$ cat src/rtl/bird_motion_pkg.sv
// rtl/bird_motion_pkg.sv - shared bird physics constants and life-cycle state encoding
package bird_motion_pkg;

  localparam int Y_W      = 10;
  localparam int FRAC_W   = 2;
  localparam int V_W      = 8;
  localparam int SCREEN_H = 480;
  localparam int BIRD_H   = 24;
  localparam int Y_START  = 228;
  localparam int GRAVITY  = 1;
  localparam int FLAP_V   = 24;
  localparam int V_MAX    = 40;

  localparam int YF_W = Y_W + FRAC_W;

  // Positions are kept in quarter-pixel fixed point throughout.
  localparam logic [YF_W-1:0]       Y_RESET  = YF_W'(Y_START << FRAC_W);
  localparam logic [YF_W-1:0]       Y_GROUND = YF_W'((SCREEN_H - BIRD_H) << FRAC_W);
  localparam logic signed [V_W-1:0] VY_FLAP  = V_W'(-FLAP_V);
  localparam logic signed [V_W-1:0] VY_MAX   = V_W'(V_MAX);

  typedef enum logic [1:0] {
    IDLE = 2'd0,
    RUN  = 2'd1,
    DEAD = 2'd2
  } bird_state_t;

endpackage

$ cat src/rtl/bird_motion_if.sv
// rtl/bird_motion_if.sv - game-control inputs and bird position/state outputs
interface bird_motion_if;
  import bird_motion_pkg::*;

  logic                  flap;
  logic                  frame_tick;
  logic                  hit;
  logic [Y_W-1:0]        bird_y;
  logic signed [V_W-1:0] bird_vy;
  logic                  playing;
  logic                  game_over;

  modport master (
    output flap, frame_tick, hit,
    input  bird_y, bird_vy, playing, game_over
  );

  modport slave (
    input  flap, frame_tick, hit,
    output bird_y, bird_vy, playing, game_over
  );

endinterface

$ cat src/rtl/bird_integrator.sv
// rtl/bird_integrator.sv - one frame of vertical motion with ceiling/ground detection
module bird_integrator
  import bird_motion_pkg::*;
(
  input  logic [YF_W-1:0]       y,
  input  logic signed [V_W-1:0] vy,
  input  logic                  pend,
  output logic signed [V_W-1:0] vy_nxt,
  output logic [YF_W-1:0]       y_nxt,
  output logic                  ceil,
  output logic                  ground
);

  localparam int S_W = YF_W + 1;
  localparam logic signed [V_W:0]   VG_MAX   = (V_W+1)'(V_MAX);
  localparam logic signed [V_W:0]   VG_GRAV  = (V_W+1)'(GRAVITY);
  localparam logic signed [S_W-1:0] GROUND_S = $signed({1'b0, Y_GROUND});

  logic signed [V_W:0]   vy_grav;
  logic signed [S_W-1:0] y_sum;

  // One extra bit on both sums so neither gravity nor a negative step can wrap.
  always_comb begin
    vy_grav = {vy[V_W-1], vy} + VG_GRAV;
    if (pend)
      vy_nxt = VY_FLAP;
    else if (vy_grav > VG_MAX)
      vy_nxt = VY_MAX;
    else
      vy_nxt = vy_grav[V_W-1:0];
    y_sum  = $signed({1'b0, y}) + S_W'(vy_nxt);
    ceil   = y_sum[S_W-1];
    ground = !ceil && (y_sum >= GROUND_S);
    y_nxt  = y_sum[YF_W-1:0];
  end

endmodule

$ cat src/rtl/bird_motion.sv
// rtl/bird_motion.sv - bird life-cycle FSM and registered vertical position/velocity
module bird_motion
  import bird_motion_pkg::*;
(
  input  logic          clk,
  input  logic          resetn,
  bird_motion_if.slave  bus
);

  bird_state_t           state;
  logic [YF_W-1:0]       y;
  logic signed [V_W-1:0] vy;
  logic                  flap_pend;
  logic                  playing;
  logic                  game_over;

  logic signed [V_W-1:0] vy_nxt;
  logic [YF_W-1:0]       y_nxt;
  logic                  ceil;
  logic                  ground;

  // A flap arriving on the tick cycle itself is consumed by that tick.
  bird_integrator u_integrator (
    .y      (y),
    .vy     (vy),
    .pend   (flap_pend | bus.flap),
    .vy_nxt (vy_nxt),
    .y_nxt  (y_nxt),
    .ceil   (ceil),
    .ground (ground)
  );

  always_ff @(posedge clk or negedge resetn) begin
    if (!resetn) begin
      state     <= IDLE;
      y         <= Y_RESET;
      vy        <= '0;
      flap_pend <= 1'b0;
      playing   <= 1'b0;
      game_over <= 1'b0;
    end else begin
      case (state)
        IDLE: begin
          if (bus.flap) begin
            state     <= RUN;
            flap_pend <= 1'b1;
            playing   <= 1'b1;
          end
        end
        RUN: begin
          if (bus.hit) begin
            state     <= DEAD;
            flap_pend <= 1'b0;
            playing   <= 1'b0;
            game_over <= 1'b1;
          end else if (bus.frame_tick) begin
            flap_pend <= 1'b0;
            if (ceil) begin
              y  <= '0;
              vy <= '0;
            end else if (ground) begin
              y         <= Y_GROUND;
              vy        <= '0;
              state     <= DEAD;
              playing   <= 1'b0;
              game_over <= 1'b1;
            end else begin
              y  <= y_nxt;
              vy <= vy_nxt;
            end
          end else if (bus.flap) begin
            flap_pend <= 1'b1;
          end
        end
        DEAD: begin
          // Restart only returns to IDLE; a fresh flap is needed to play again.
          if (bus.flap) begin
            state     <= IDLE;
            y         <= Y_RESET;
            vy        <= '0;
            flap_pend <= 1'b0;
            game_over <= 1'b0;
          end
        end
        default: begin
          state     <= IDLE;
          y         <= Y_RESET;
          vy        <= '0;
          flap_pend <= 1'b0;
          playing   <= 1'b0;
          game_over <= 1'b0;
        end
      endcase
    end
  end

  assign bus.bird_y    = y[YF_W-1:FRAC_W];
  assign bus.bird_vy   = vy;
  assign bus.playing   = playing;
  assign bus.game_over = game_over;

endmodule
$ cat src/flat_wrapper.sv
// flat-port wrapper written by rule: the top's interface ports become plain ports
module bird_motion_flat import bird_motion_pkg::*;
  (clk, resetn, bus_flap, bus_frame_tick, bus_hit, bus_bird_y, bus_bird_vy, bus_playing, bus_game_over);
  bird_motion_if bus_i ();
  input  logic clk;
  input  logic resetn;
  input wire logic [$bits(bus_i.flap)-1:0] bus_flap;
  input wire logic [$bits(bus_i.frame_tick)-1:0] bus_frame_tick;
  input wire logic [$bits(bus_i.hit)-1:0] bus_hit;
  output wire logic [$bits(bus_i.bird_y)-1:0] bus_bird_y;
  output wire logic [$bits(bus_i.bird_vy)-1:0] bus_bird_vy;
  output wire logic [$bits(bus_i.playing)-1:0] bus_playing;
  output wire logic [$bits(bus_i.game_over)-1:0] bus_game_over;
  assign bus_i.flap = bus_flap;
  assign bus_i.frame_tick = bus_frame_tick;
  assign bus_i.hit = bus_hit;
  assign bus_bird_y = bus_i.bird_y;
  assign bus_bird_vy = bus_i.bird_vy;
  assign bus_playing = bus_i.playing;
  assign bus_game_over = bus_i.game_over;
  bird_motion u_core (.clk(clk), .resetn(resetn), .bus(bus_i));
endmodule
$ cat config.mk
export PLATFORM = sky130hd
export DESIGN_NAME = bird_motion_flat
export DESIGN_NICKNAME = d
export VERILOG_FILES = /design/src/rtl/bird_motion_pkg.sv /design/src/rtl/bird_motion_if.sv /design/src/rtl/bird_integrator.sv /design/src/rtl/bird_motion.sv /design/src/flat_wrapper.sv
export SDC_FILE = /design/constraint.sdc
export NUM_CORES = 1
export LEC_CHECK = 0
export BUFFER_PORTS_ARGS = -buffer_cell sky130_fd_sc_hd__buf_4
export CAP_MARGIN = 20
export CORE_ASPECT_RATIO = 1.75
export CORE_MARGIN = 3
export CORE_UTILIZATION = 45
export CTS_BUF_LIST = sky130_fd_sc_hd__clkbuf_16
export DETAILED_ROUTE_END_ITERATION = 7
export GPL_TIMING_DRIVEN = 0
export HOLD_SLACK_MARGIN = 0.03
export MAX_ROUTING_LAYER = met4
export PLACE_DENSITY = 0.7
export SETUP_SLACK_MARGIN = 0.15
export SLEW_MARGIN = 10
export SYNTH_ARGS = -nofsm -noshare
export SYNTH_HDL_FRONTEND = slang
export SYNTH_HIERARCHICAL = 1
export SYNTH_SLANG_ARGS = --single-unit
$ cat constraint.sdc
create_clock -name clk -period 5.8 [get_ports clk]
set_input_delay 1.45 -clock clk [delete_from_list [all_inputs] [get_ports clk]]
set_output_delay 1.45 -clock clk [all_outputs]
set_load 0.01 [all_outputs]
==> flow_metrics.py, run 1 <==
metrics = {
    "status": {
        "status": "complete, no violations",
    },
    "detailed_routing": {
        "ant_nets": 0,
        "wirelength_mm": 4.70,
        "drt-initial-drc-count": 43,
        "wl_per_cell_um": 14.2,
        "drc": 0,
        "vias_per_cell": 5.38,
        "num_vias": 1781,
        "drtPass1Iterations": 4,
    },
    "sta": {
        "rsz0062_at_grt": "no",
        "finalHoldViolations": 0,
        "skew_ps": 8.57,
        "post-route-period-util_pct": 90.3,
        "setup_violations": 0,
        "finalCriticalPeriod_ps": 5240,
        "timing.slew.headroom_pct": 75.2,
        "finalMaxSlewViolations": 0,
        "worstMarginPinSlew_ps": 370,
        "fmax_mhz": 191,
    },
    "power": {
        "finalPower_uw": 1510,
        "powerDensity_mw_per_mm2": 582,
        "ir_drop_v": 0.000500,
        "p_leak_uw": 0.00118,
    },
    "grt": {
        "grt_pass1_wl_mm": 8.10,
        "grt_use_total_pct": 17.9,
        "antenna_found_initial": 0,
        "grt_max_degree": 26,
        "overflow": 0,
        "grt_pass1_vias": 1781,
    },
    "cts": {
        "max-clock-path-buffers": 2,
        "clk_latency_ps": 260,
        "htreeDepth": 1,
        "cts_made_buffers": 3,
        "hold_buffers": 0,
        "cts_tree": "yes",
        "root_buffer": "clkbuf_16",
        "cts.reportedPaths.clkPinSlew_ps": 60,
        "cts.sinks": 25,
    },
    "setup_path": {
        "cp-start-kind": "primary input",
        "crit_arrival_ps": 5420,
        "r2r_end": "u_core/y[6]",
        "critPathRequiredTime_ps": 5980,
        "rrSetupSlack_ps": 660,
        "crit_fanout": 10,
        "critPathKind": "primary input to flop",
        "cpPeakStageDelay_ps": 420,
        "reg2regPathDepth": 23,
        "rr_startpoint": "u_core/bus.bird_vy[0]",
        "crit_path_cell_trace": "buf_4, or2_2, nor4b_4, nor2b_1, ha_1, inv_1, fa_1, nand2b_1, a21o_1, a31oi_4, a31oi_4, o21ai_1, xor2_2, o21ba_1, nor4b_4, buf_6, nand2_1, mux2i_1",
        "slowest_stage": "fa_1",
        "cp-end-kind": "flop",
    },
    "synthesis": {
        "synth_area_leaders": "dfrtp_1, mux2i_1, ha_1",
        "synth_top_area_share_pct": 23.4,
        "ys_types": 48,
        "synth_top_flop_cell": "dfrtp_1",
        "syn_area_mm2": 0.00225,
        "synth_edf_count": 0,
        "synthXorXnorAreaFrac_pct": 6.62,
        "yosys.area_share.adder_pct": 8.68,
        "synthMuxAreaShare_pct": 10.0,
        "synthCells": 249,
        "synth_compound_area_share_pct": 16.3,
        "syn_nets": 269,
        "syn_area_per_cell_um2": 9.03,
        "yosys.area.top_type": "dfrtp_1",
        "synthArstFlopShare_pct": 100,
        "yosysSeqAreaShare_pct": 28.0,
        "synth_warnings": 6,
        "yosys_register_bits": 25,
        "synth_top_family_by_area": "simple AND/OR/NAND/NOR gates",
        "synth-simple-area-share_pct": 19.3,
    },
    "final_layout": {
        "final_common_cell": "buf_4",
        "area_growth_pct": 15.6,
        "n_fill_cell": 446,
        "drive_gt1_share_pct": 25.4,
        "diodes": 0,
        "mostFrequentLayoutCells": "buf_4, nand2_1, inv_1, dfrtp_1, mux2i_1",
        "fin_cells": 331,
        "nets": 300,
    },
    "min_path": {
        "min-delay-start": "u_core/y[4]",
        "worstHoldEndpoint": "u_core/y[4]",
        "hold_class": "flop to flop",
        "worstHoldPathCells": 2,
    },
    "floorplanning": {
        "start_util_pct": 47.4,
        "die_h_um": 99.5,
        "core_mm2": 0.00475,
        "ios": 25,
        "dieArea_mm2": 0.00591,
        "fp.dieW_um": 59.4,
        "rows": 33,
    },
    "place": {
        "io_buffers": 24,
        "dpl.cell_count": 325,
        "hpwl_mm": 3.60,
        "gp_congestion": 0.824,
    },
    "run": {
        "cap_violations": 0,
    },
}
through the flow:
step	hold slack (ps)	TNS (ps)	utilization [%]	setup slack (ps)	cell area (um2)
final	488	0	54.7	564	2600
after global routing	509	0	54.7	148	2600
after CTS	487	0	54.3	159	2580
after detailed placement	473	-560	52.5	-79.4	2490
after global placement	475	-165	52.5	-36.1	2490
after floorplan	454	0	-	608	2250
repair_timing:
action	in CTS	in global routing
resized for setup	0	1
setup buffers	0	2
setup endpoints to repair	0	21
critical path, delay by kind of cell:
| kind | cells | cell delay [ps] |
|---|---|---|
| AO/OA/AOI/OAI | 5 | 1050 |
| adder cells (fa/ha/maj) | 2 | 610 |
| buffers and inverters | 3 | 380 |
| AND/OR/NAND/NOR | 6 | 1540 |
| XOR/XNOR | 1 | 230 |
| multiplexers | 1 | 140 |
worst max path at each step:
stage,startpoint,cells after the start,slack (ps),endpoint
after global routing,u_core/bus.bird_vy[0],23,150,u_core/bus.bird_vy[0]
after floorplan,bus_flap,17,610,u_core/bus.bird_vy[5]
after CTS,bus_flap,18,160,u_core/y[6]
final,bus_flap,18,560,u_core/y[6]
after global placement,bus_flap,18,-40,u_core/y[3]
after detailed placement,bus_flap,18,-80,u_core/y[6]
kinds of logic (layout without fill, tap and decap cells):
logic type               Yosys count  in the layout
flip-flops                        25             25
buffers and inverters             40             70
XOR/XNOR                          17             17
adder cells (fa/ha/maj)           15             15
multiplexers                      22             22
AO/OA/AOI/OAI                     52             52
AND/OR/NAND/NOR                   78             78
metal layers:
metal  GRT usage, %  part of all wire [%]  vias up
li1               -                     -      903
met1           20.1                    41      847
met2           31.8                    56       23
met3           2.08                   1.6        8
met4           5.41                   1.9        0
met5              -                     0        -
flip-flops by register name, summed over array words and instances, names as in the netlist:
name	flops
u_core/bus.bird_vy	8
u_core/bus.game_over	1
u_core/bus.playing	1
u_core/flap_pend	1
u_core/state	2
u_core/y	12
where the power goes:
group          internal, uW  switching, uW  leakage (uW)
combinational           515            549      0.000816
clock                  93.8           66.5     0.0000371
sequential              237           52.5      0.000323
total                   845            668       0.00118
cell usage after synthesis, drive strengths merged, types with 3 or more instances:
master	n
nor2b	4
o21ai	11
a21oi	16
a21o	8
mux2	4
nand3	4
inv	21
nor3	6
ha	14
buf	18
mux2i	18
xor2	8
nand2	26
a31oi	4
and2	5
nand2b	6
dfrtp	21
o21a	3
dfstp	4
nor2	16
xnor2	9
area by class of cell:
type | count | area [um2] | share of cell area, %
tap | 52 | 65.1 | 2.50
timing repair buffer | 26 | 195 | 7.51
sequential | 25 | 631 | 24.3
clock inverter | 1 | 7.51 | 0.289
multi-input combinational | 184 | 1380 | 53.0
inverter | 21 | 78.8 | 3.03
clock buffer | 3 | 75.1 | 2.89
buffer | 19 | 170 | 6.55
Power figures use the tool's default switching activity.
==> run 2: changes to the inputs <==
- RECOVER_POWER: not set -> 100
==> run 2 against run 1 <==
Power decreased by 2.2%. Sequential share of layout area increased by 0.57 points. Wire length increased by 0.15%. Final area decreased by 2.3%. Utilization decreased by 1.3 points. Via count decreased by 0.39%. Hold slack improved by 24 ps. Critical path depth unchanged. Cell count unchanged. Critical path type unchanged. Critical endpoint unchanged.
==> flow_metrics.py, run 2 (synthesis results as in run 1) <==
metrics = {
    "detailed_routing": {
        "drtPass1Iterations": 4,
        "wl_per_cell_um": 14.2,
        "drc": 0,
        "vias_per_cell": 5.36,
        "drt-initial-drc-count": 39,
        "ant_nets": 0,
        "wirelength_mm": 4.71,
        "num_vias": 1774,
    },
    "setup_path": {
        "crit_path_cell_trace": "clkbuf_1, or2_2, nor4b_4, nor2b_1, ha_1, inv_1, fa_1, nand2b_1, a21o_1, a31oi_4, a31oi_1, o21ai_1, xor2_2, o21ba_1, nor4b_4, buf_6, nand2_1, mux2i_1",
        "cp-end-kind": "flop",
        "critPathKind": "primary input to flop",
        "critPathMostFrequentCell": "nor4b_4",
        "crit_fanout": 10,
        "critPathRequiredTime_ps": 5980,
        "cp-start-kind": "primary input",
        "crit_arrival_ps": 5480,
        "slowest_stage": "fa_1",
        "cpPeakStageDelay_ps": 420,
    },
    "power": {
        "p_seq_share_pct": 19.3,
        "swShare_pct": 44.5,
        "finalPower_uw": 1480,
        "comb_power_share_pct": 69.9,
        "powerDensity_mw_per_mm2": 583,
        "p_leak_uw": 0.00112,
        "net-switching-power_uw": 659,
        "pwr-share-clk_pct": 10.8,
        "ir_drop_v": 0.000496,
        "p_int_uw": 821,
    },
    "sta": {
        "fin_ws_ps": 505,
        "fin_tns_setup_ps": 0,
        "setup_violations": 0,
        "finalCriticalPeriod_ps": 5290,
        "worstMarginPinSlew_ps": 1440,
        "finalHoldViolations": 0,
        "finalMaxSlewViolations": 0,
        "fmax_mhz": 189,
        "post-route-period-util_pct": 91.3,
        "rsz0062_at_grt": "no",
        "timing.hold.ws_ps": 512,
        "timing.slew.headroom_pct": 3.86,
        "skew_ps": 7.96,
    },
    "status": {
        "status": "complete, no violations",
    },
    "cts": {
        "htreeDepth": 1,
        "cts_made_buffers": 3,
        "clk_latency_ps": 260,
        "cts.sinks": 25,
        "cts_tree": "yes",
        "max-clock-path-buffers": 2,
        "cts.reportedPaths.clkPinSlew_ps": 60,
        "hold_buffers": 0,
        "root_buffer": "clkbuf_16",
    },
    "place": {
        "gp_congestion": 0.824,
        "dp_slack_ps": -79.4,
        "dpl.cell_count": 325,
        "hpwl_mm": 3.60,
        "io_buffers": 24,
    },
    "floorplanning": {
        "fp.dieW_um": 59.4,
        "start_util_pct": 47.4,
        "die_h_um": 99.5,
        "rows": 33,
        "ios": 25,
        "core_mm2": 0.00475,
        "dieArea_mm2": 0.00591,
    },
    "final_layout": {
        "diodes": 0,
        "mostFrequentLayoutCells": "nand2_1, inv_1, dfrtp_1",
        "n_fill_cell": 457,
        "nets": 300,
        "area_growth_pct": 12.9,
        "multiInputGateArea_mm2": 0.00136,
        "max_flop_register": "u_core/y",
        "drive_gt1_share_pct": 19.4,
        "fin_cells": 331,
        "largest_reg_flops": 12,
        "regArea_um2": 631,
        "final_common_cell": "nand2_1",
    },
    "grt": {
        "busiest_layer": "met2",
        "overflow": 0,
        "grt_pass1_vias": 1781,
        "grt_use_total_pct": 17.9,
        "grtUsageMet2_pct": 31.8,
        "antenna_found_initial": 0,
        "grt_pass1_wl_mm": 8.10,
        "grtUsageMet1_pct": 20.1,
        "grt_max_degree": 26,
        "use_met3_pct": 2.08,
    },
    "run": {
        "cap_violations": 0,
    },
    "min_path": {
        "hold_class": "flop to flop",
    },
}
==> run 2: cell count changes in the layout (fill, tap and decap cells not counted) <==
cell,delta
buf_4,-18
clkbuf_1,+12
clkbuf_4,+6
dfstp_1,+4
dfstp_2,-4
a31oi_1,+1
a31oi_4,-1
and2_0,+1
and2_1,-1
==> run 2: worst paths after layout <==
path                                       startpoint               endpoint  slack, ps  cells past startpoint
worst min register to register            u_core/y[4]            u_core/y[4]        510                      2
worst max register to register  u_core/bus.bird_vy[0]            u_core/y[6]        650                     23
max in group asynchronous                      resetn            u_core/y[1]       3440                      1
worst min-delay path                      u_core/y[4]            u_core/y[4]        510                      2
min in group asynchronous                      resetn  u_core/bus.bird_vy[1]       1520                      1
worst max-delay path                         bus_flap            u_core/y[6]        510                     18
==> run 2: per-stage QoR <==
step                instance area (um2)  utilization (%)
floorplan                          2250                -
global placement                   2490             52.5
detailed placement                 2490             52.5
CTS                                2580             54.3
global route                       2540             53.5
finish                             2540             53.5
==> run 2: routing by layer <==
metal  share of wire [%]  wire [um]
met1                  41       1930
met2                  55       2600
met3                 2.0         93
met4                 1.8         87
met5                   0          0
==> run 2: critical path: cells and delay by family <==
family | cells | cell delay, ps
AO/OA/AOI/OAI | 5 | 1060
XOR/XNOR | 1 | 230
AND/OR/NAND/NOR | 6 | 1580
multiplexers | 1 | 140
adder cells (fa/ha/maj) | 2 | 610
buffers and inverters | 3 | 390
==> run 2: area by class of cell <==
cell class | count | area share (%)
tap | 52 | 2.56
clock inverter | 1 | 0.296
buffer | 19 | 6.70
sequential | 25 | 24.8
inverter | 21 | 3.10
timing repair buffer | 26 | 5.91
multi-input combinational | 184 | 53.6
clock buffer | 3 | 2.96
==> run 2: power groups by stage <==
stage | clock [uW] | combinational, uW | sequential (uW)
floorplan | 0 | 809 | 287
global placement | 0 | 1010 | 292
detailed placement | 0 | 1030 | 292
CTS | 165 | 1030 | 290
global route | 172 | 1140 | 295
finish | 160 | 1030 | 286
==> run 2: repair_timing <==
action                     4_1_cts  5_1_grt
buffers inserted                 0        2
resized for setup                0        1
setup endpoints to repair        0       21
